$ cat src/rtl/fft_map_sequencer.sv
// Control FSM for the 32-point iterative FFT: sequences input capture, five
// radix-2 butterfly stages and output capture, with start/done handshake and stall.
module fft_map_sequencer #(
    parameter int unsigned BF_LAT = 2
) (
    input  logic       clk,
    input  logic       rst_n,
    input  logic       start,
    input  logic       stall,
    input  logic       out_ready,
    output logic [2:0] sel_mapping,
    output logic [2:0] stage_idx,
    output logic       bf_en,
    output logic       reg_load_en,
    output logic       reg_src_sel,
    output logic       busy,
    output logic       out_valid
);

    localparam int unsigned CYC_W = 4;
    localparam int unsigned STG_W = 3;
    localparam logic [CYC_W-1:0] CYC_LAST = CYC_W'(BF_LAT - 1);
    localparam logic [STG_W-1:0] STG_LAST = STG_W'(4);
    localparam logic [2:0] SEL_INPUT  = 3'b000;
    localparam logic [2:0] SEL_OUTPUT = 3'b101;

    typedef enum logic [1:0] {
        S_IDLE,
        S_LOAD,
        S_STAGE,
        S_DONE
    } state_t;

    state_t           state_q, state_d;
    logic [STG_W-1:0] s_q, s_d;
    logic [CYC_W-1:0] cyc_q, cyc_d;

    logic [2:0] sel_mapping_q, sel_mapping_d;
    logic [2:0] stage_idx_q, stage_idx_d;
    logic       bf_en_q, bf_en_d;
    logic       reg_load_en_q, reg_load_en_d;
    logic       reg_src_sel_q, reg_src_sel_d;
    logic       busy_q, busy_d;
    logic       out_valid_q, out_valid_d;

    // Next state and counters; a stall freezes everything in place.
    always_comb begin
        state_d = state_q;
        s_d     = s_q;
        cyc_d   = cyc_q;
        if (!stall) begin
            case (state_q)
                S_IDLE: begin
                    if (start) begin
                        state_d = S_LOAD;
                    end
                end
                S_LOAD: begin
                    state_d = S_STAGE;
                    s_d     = '0;
                    cyc_d   = '0;
                end
                S_STAGE: begin
                    if (cyc_q == CYC_LAST) begin
                        cyc_d = '0;
                        if (s_q == STG_LAST) begin
                            state_d = S_DONE;
                        end else begin
                            s_d = s_q + STG_W'(1);
                        end
                    end else begin
                        cyc_d = cyc_q + CYC_W'(1);
                    end
                end
                S_DONE: begin
                    if (out_ready) begin
                        state_d = S_IDLE;
                        s_d     = '0;
                        cyc_d   = '0;
                    end
                end
                default: begin
                    state_d = S_IDLE;
                end
            endcase
        end
    end

    // Outputs are decoded from the upcoming state so they register in step with it.
    always_comb begin
        sel_mapping_d = SEL_INPUT;
        stage_idx_d   = '0;
        bf_en_d       = 1'b0;
        reg_load_en_d = 1'b0;
        reg_src_sel_d = 1'b0;
        busy_d        = 1'b0;
        out_valid_d   = 1'b0;
        case (state_d)
            S_LOAD: begin
                reg_load_en_d = 1'b1;
                busy_d        = 1'b1;
            end
            S_STAGE: begin
                sel_mapping_d = s_d + 3'd1;
                stage_idx_d   = s_d;
                bf_en_d       = 1'b1;
                reg_load_en_d = (cyc_d == CYC_LAST);
                reg_src_sel_d = 1'b1;
                busy_d        = 1'b1;
            end
            S_DONE: begin
                sel_mapping_d = SEL_OUTPUT;
                stage_idx_d   = STG_LAST;
                out_valid_d   = 1'b1;
            end
            default: begin
            end
        endcase
        if (stall) begin
            sel_mapping_d = sel_mapping_q;
            stage_idx_d   = stage_idx_q;
            reg_src_sel_d = reg_src_sel_q;
            busy_d        = busy_q;
            out_valid_d   = out_valid_q;
            bf_en_d       = 1'b0;
            reg_load_en_d = 1'b0;
        end
    end

    always_ff @(posedge clk) begin
        if (!rst_n) begin
            state_q       <= S_IDLE;
            s_q           <= '0;
            cyc_q         <= '0;
            sel_mapping_q <= SEL_INPUT;
            stage_idx_q   <= '0;
            bf_en_q       <= 1'b0;
            reg_load_en_q <= 1'b0;
            reg_src_sel_q <= 1'b0;
            busy_q        <= 1'b0;
            out_valid_q   <= 1'b0;
        end else begin
            state_q       <= state_d;
            s_q           <= s_d;
            cyc_q         <= cyc_d;
            sel_mapping_q <= sel_mapping_d;
            stage_idx_q   <= stage_idx_d;
            bf_en_q       <= bf_en_d;
            reg_load_en_q <= reg_load_en_d;
            reg_src_sel_q <= reg_src_sel_d;
            busy_q        <= busy_d;
            out_valid_q   <= out_valid_d;
        end
    end

    assign sel_mapping = sel_mapping_q;
    assign stage_idx   = stage_idx_q;
    assign bf_en       = bf_en_q;
    assign reg_load_en = reg_load_en_q;
    assign reg_src_sel = reg_src_sel_q;
    assign busy        = busy_q;
    assign out_valid   = out_valid_q;

endmodule

$ cat config.mk
export PLATFORM = sky130hd
export DESIGN_NAME = fft_map_sequencer
export DESIGN_NICKNAME = d
export VERILOG_FILES = /design/src/rtl/fft_map_sequencer.sv
export SDC_FILE = /design/constraint.sdc
export NUM_CORES = 1
export LEC_CHECK = 0
export ABC_AREA = 1
export BUFFER_PORTS_ARGS = -buffer_cell sky130_fd_sc_hd__buf_2
export CAP_MARGIN = 10
export CORE_ASPECT_RATIO = 0.7
export CORE_MARGIN = 10
export CORE_UTILIZATION = 54
export DETAILED_ROUTE_END_ITERATION = 6
export HOLD_SLACK_MARGIN = 0.12
export PLACE_DENSITY = 0.76
export SLEW_MARGIN = 20
export SYNTH_ARGS = -nofsm -noshare
export SYNTH_HDL_FRONTEND = slang
export SYNTH_SLANG_ARGS = --single-unit
$ cat constraint.sdc
create_clock -name clk -period 2.2 [get_ports clk]
set_input_delay 0.55 -clock clk [delete_from_list [all_inputs] [get_ports clk]]
set_output_delay 0.55 -clock clk [all_outputs]
set_load 0.1 [all_outputs]
# After elaboration in Yosys (flattened, before gate mapping)
# Index checks and enable logic that the tools add are counted.
# classes
addsub	3
n_eq_ne	9
mux	21
bitwise_logic	1
n_reduce_logical	3
# ops
cell	count
2-to-1 mux 3 bit	4
2-to-1 mux 4 bit	3
one-hot mux 3 bit (2 select lines)	2
one-hot mux 4 bit (3 select lines)	1
2-to-1 mux 2 bit	5
one-hot mux 3 bit (3 select lines)	1
equality test 2 bit, second input constant	4
equality test 4 x 1 -> 1 bit, second input constant	2
one-hot mux 2 bit (4 select lines)	1
adder 3 x 1 -> 3 bit, second input constant	2
adder 4 x 1 -> 4 bit, second input constant	1
equality test 2 x 1 -> 1 bit, second input constant	2
OR reduction 2 bit	2
equality test 3 bit, second input constant	1
2-to-1 mux 1 bit	3
zero test 2 bit	1
one-hot mux 1 bit (2 select lines)	1
inverter 1 bit	1
# totals
reg_bits	20
output_inout_bits	11

# Logic depth before layout (Yosys ltp)
# depth
depth_word	8
depth_mapped	16
depth_no_buf	16

# Least setup slack after synthesis
# Ideal clock, no wire load.
# synth_timing
path_kind	input -> register
start	in out_ready
end	reg sel_mapping_q[1] (netlist: sel_mapping[1])
arrival_time_ns	1.645
required_time_ns	2.082
path_slack_ns	0.437
cell_stages	11
path_cell_list	inv_1 -> nand3_1 -> nand2_2 -> clkinv_2 -> o31ai_1 -> and2_2 -> inv_1 -> ha_1 -> nand2_1 -> nor2_1 -> a22o_1
# synth_between
elab_chain_cells	5
word_cells_on_any_way	10
classes_between	add/sub: 1; eq/ne: 2; mux: 7
# synth_lines
item	line	rtl
start, declared	10	input logic out_ready,
2-to-1 mux 2 bit *	76	if (out_ready) begin
one-hot mux 2 bit (4 select lines) *	52	case (state_q)
2-to-1 mux 2 bit *	51	if (!stall) begin
named net state_d[0]	34	state_t state_q, state_d;
equality test 2 bit	98	case (state_d)
one-hot mux 3 bit (2 select lines) *	98	
end signal, assigned	146	sel_mapping_q <= sel_mapping_d;
end, declared	38	logic [2:0] sel_mapping_q, sel_mapping_d;
# The timed path passes the listed nets; every way through them passes the cells marked *.
# A chain may end at the register's enable or synchronous reset.

# Final worst setup path
# layout_timing
start	reg s_q[0]
end	reg stage_idx_q[0] (netlist: stage_idx[0])
# layout_between
elab_chain_cells	7
word_cells_on_any_way	14
classes_between	add/sub: 1; eq/ne: 3; mux: 10
# layout_lines
item	line	rtl
start, declared	35	logic [STG_W-1:0] s_q, s_d;
start signal, assigned	133	s_q <= '0;
start signal, assigned	144	s_q <= s_d;
equality test 3 bit *	66	if (s_q == STG_LAST) begin
2-to-1 mux 2 bit *	66	
2-to-1 mux 2 bit *	64	if (cyc_q == CYC_LAST) begin
one-hot mux 2 bit (4 select lines) *	52	
2-to-1 mux 2 bit *	51	
named net state_d[0]	34	
equality test 2 bit	98	
one-hot mux 3 bit (2 select lines) *	98	
end signal, assigned	147	stage_idx_q <= stage_idx_d;
end, declared	39	logic [2:0] stage_idx_q, stage_idx_d;
# Marked as above.

==> results.txt <==
Top delay family on crit path -> simple AND/OR/NAND/NOR gates
Finished Core Util -> 0.6548
Ant. Diodes -> 0
Placed Area -> 1172 um^2
Clk Latency, worst-skew pair -> 0.31 ns
Final period util -> 0.9142
Final Max Tran Viols -> 0
H-tree levels -> 1
Crit Path Class -> reg2reg
Yosys top cell area share -> 0.3765
Antenna-violating nets left -> 0
Syn avg cell area -> 7.138 um^2
Max Fclk -> 0.4972 GHz
Synth cell types -> 24
Site Rows -> 13
CTS tree -> yes
Die Area -> 4173 um^2
Setup Viol. Count Final -> 0
Io pins -> 16
First-pass GRT wire length -> 4298 um
# hold bufs at CTS -> 0
Crit path DAT -> 2.26 ns
Total of max-cap violations -> 0
Vias in the first global route -> 973
Top FF cell, synth -> dfxtp_1
R2r startpoint -> s_q[0]$_SDFF_PN0_
Sequential area share after synthesis -> 0.3765
Layout net count -> 182
Post-DR wirelength/cell -> 13.53 um
Clock buffer depth -> 2
Clk slew on worst S/H paths -> 0.12 ns
Worst rel slew slack -> 0.6722
Resized cells post-CTS -> 0
Total routed wirelength -> 2571 um
Commonest cells post-synth -> nand2_1 (36), inv_1 (22), dfxtp_1 (20), nor2_1 (12), a21oi_1 (9)
Drt initial violations -> 103
RR Endpoint -> stage_idx[0]$_SDFFE_PN0N_
Worst path cell trace -> inv_1, ha_1, nand2_1, o31ai_1, and2_2, inv_1, ha_1, nand2_1, nor2_1, inv_1, o21ai_1
Setup_tns -> 0 ns
Top-count cell post-synth -> nand2_1
RSZ-0062 raised after global routing -> no
Synthesized net count -> 162
Crit path launch type -> register
Vias per inst -> 5.363
Levels on crit path -> 11
Layout cells sized above 1 -> 0.2321
Post-Syn Instances -> 149
CTS root buf -> clkbuf_4
Worst path max stage delay -> 0.40 ns
Initial core utilization -> 0.5686
Yosys warns -> 0
Req. time, crit path -> 2.45 ns
Clock Skews -> 0.01026 ns
DR vias -> 1019
TritonCTS Sinks -> 20
Worst Path Max Fanout -> 5
Hold Path Class -> reg2reg
Synth-to-layout area growth -> 15.18%
Leading area contributor after synthesis -> dfxtp_1
Core area -> 1871 um^2
CP bufs+invs -> 3
Worst hold slack -> 0.4596 ns
Post-synth EDFFs -> 0
Die span in x -> 73.04 um
Final hold vios -> 0
DP Wirelength -> 2011 um
Power per cell area -> 655.5 nW/um^2
DR pass1 iterations -> 4
Synth Register Bits -> 20
FFs w/ async S/R, synth -> 0
Ranking of synthesized cells by area -> dfxtp_1 (38%), nand2_1 (13%), ha_1 (9.4%), inv_1 (7.8%), nand2_2 (4.7%)
Status -> finished, final reports clean
Worst reg2reg setup slack -> 0.19 ns
Mapped cell area -> 1064 um^2
Post-route minimum period -> 2.011 ns
Post-CTS setup buffer count -> 0
R2R depth -> 11
Num CTS Buffers -> 3
Crit. End Element -> register
Pin count of the biggest net entering global routing -> 13
Worst VDD drop -> 580.5 uV
Cell area after layout -> 1225 um^2
CP startpoint -> s_q[0]$_SDFF_PN0_
Grt total ovfl -> 0
Leak pwr -> 0.6289 nW
Initial antenna violation count -> 0
Cell mode on critical path -> inv_1
Worst Tran Pin Value -> 0.4951 ns
Die Y -> 57.13 um
Buffers on Ports -> 15
Crit path max-delay cell type -> dfxtp_1
Total Routing Usage GR -> 0.1246
Post-route DRC violation count -> 0
GPL Wtd Cong -> 0.9050
Worst setup path end -> stage_idx[0]$_SDFFE_PN0N_
stage by stage:
| step | setup slack [ns] | instances | power [W] |
|---|---|---|---|
| after floorplan | 0.4373 | 149 | 0.0004785 |
| after global placement | 0.2249 | 186 | 0.0005043 |
| after detailed placement | 0.1126 | 186 | 0.0005068 |
| after CTS | 0.2106 | 190 | 0.0008087 |
| after global routing | 0.01375 | 190 | 0.0008346 |
| final | 0.1888 | 190 | 0.0008030 |
cells by family after synthesis:
| logic type | count (synthesis) | synth area share |
|---|---|---|
| AND/OR/NAND/NOR | 72 | 0.3071 |
| buffers and inverters | 27 | 0.09764 |
| AO/OA/AOI/OAI | 21 | 0.1165 |
| flip-flops | 20 | 0.3765 |
| adder cells (fa/ha/maj) | 8 | 0.09412 |
| XOR/XNOR | 1 | 0.008237 |
routing by layer:
metal | up-vias | wire (um) | global-route usage
li1 | 506 | - | -
met1 | 452 | 1168 | 0.1673
met2 | 57 | 1091 | 0.1775
met3 | 4 | 277 | 0.04663
met4 | 0 | 33 | 0.04054
met5 | - | 0 | 0
where the power goes:
group	leakage [nW]	total, W	internal (W)	switching, W
clock	0.0279	0.000302	0.000184	0.000118
sequential	0.162	0.000378	0.000371	0.00000707
combinational	0.439	0.000123	0.0000287	0.0000940
tightest hold or removal path: stages (launching register included):
cell,delay [ns]
dfxtp_1,0.33
nand2_1,0.06
nand2_1,0.04
cell usage in the layout (no fill, tap or decap):
cell type and count:
a21oi_1 9, a21oi_2 2, a22o_1 1, and2_2 1, buf_2 15, buf_4 2, bufinv_16 1, clkbuf_4 3
clkinv_2 1, dfxtp_1 20, ha_1 8, inv_1 22, inv_2 2, nand2_1 36, nand2_2 8, nand3_1 6
nand3_2 1, nand4_1 4, nor2_1 12, nor2_2 3, nor3_1 1, o211ai_1 1, o21ai_0 4, o21ai_1 2
o31ai_1 2, xor2_1 1
worst min-delay path by stage:
stage	from	end	cells past startpoint
after floorplan	cyc_q[2]$_SDFF_PN0_	cyc_q[2]$_SDFF_PN0_	2
after global placement	busy$_SDFFE_PN0N_	busy$_SDFFE_PN0N_	2
after detailed placement	busy$_SDFFE_PN0N_	busy$_SDFFE_PN0N_	2
after CTS	reg_src_sel$_SDFFE_PN0N_	reg_src_sel$_SDFFE_PN0N_	2
after global routing	rst_n	s_q[2]$_SDFF_PN0_	3
final	reg_src_sel$_SDFFE_PN0N_	reg_src_sel$_SDFFE_PN0N_	2
sequential cells by signal, indices dropped and copies added (netlist names):
register     count
out_valid        1
bf_en            1
reg_load_en      1
stage_idx        3
busy             1
sel_mapping      3
reg_src_sel      1
state_q          2
s_q              3
cyc_q            4
final cells by class:
| cell class | count | area (um^2) |
|---|---|---|
| clock inverter | 1 | 30.03 |
| fill | 173 | 645.6 |
| clock buffer | 3 | 22.52 |
| timing repair buffer | 17 | 90.09 |
| sequential | 20 | 400.4 |
| tap | 22 | 27.53 |
| inverter | 25 | 95.09 |
| multi-input combinational | 102 | 559.3 |
No activity file was read; power rests on OpenSTA's default activity.
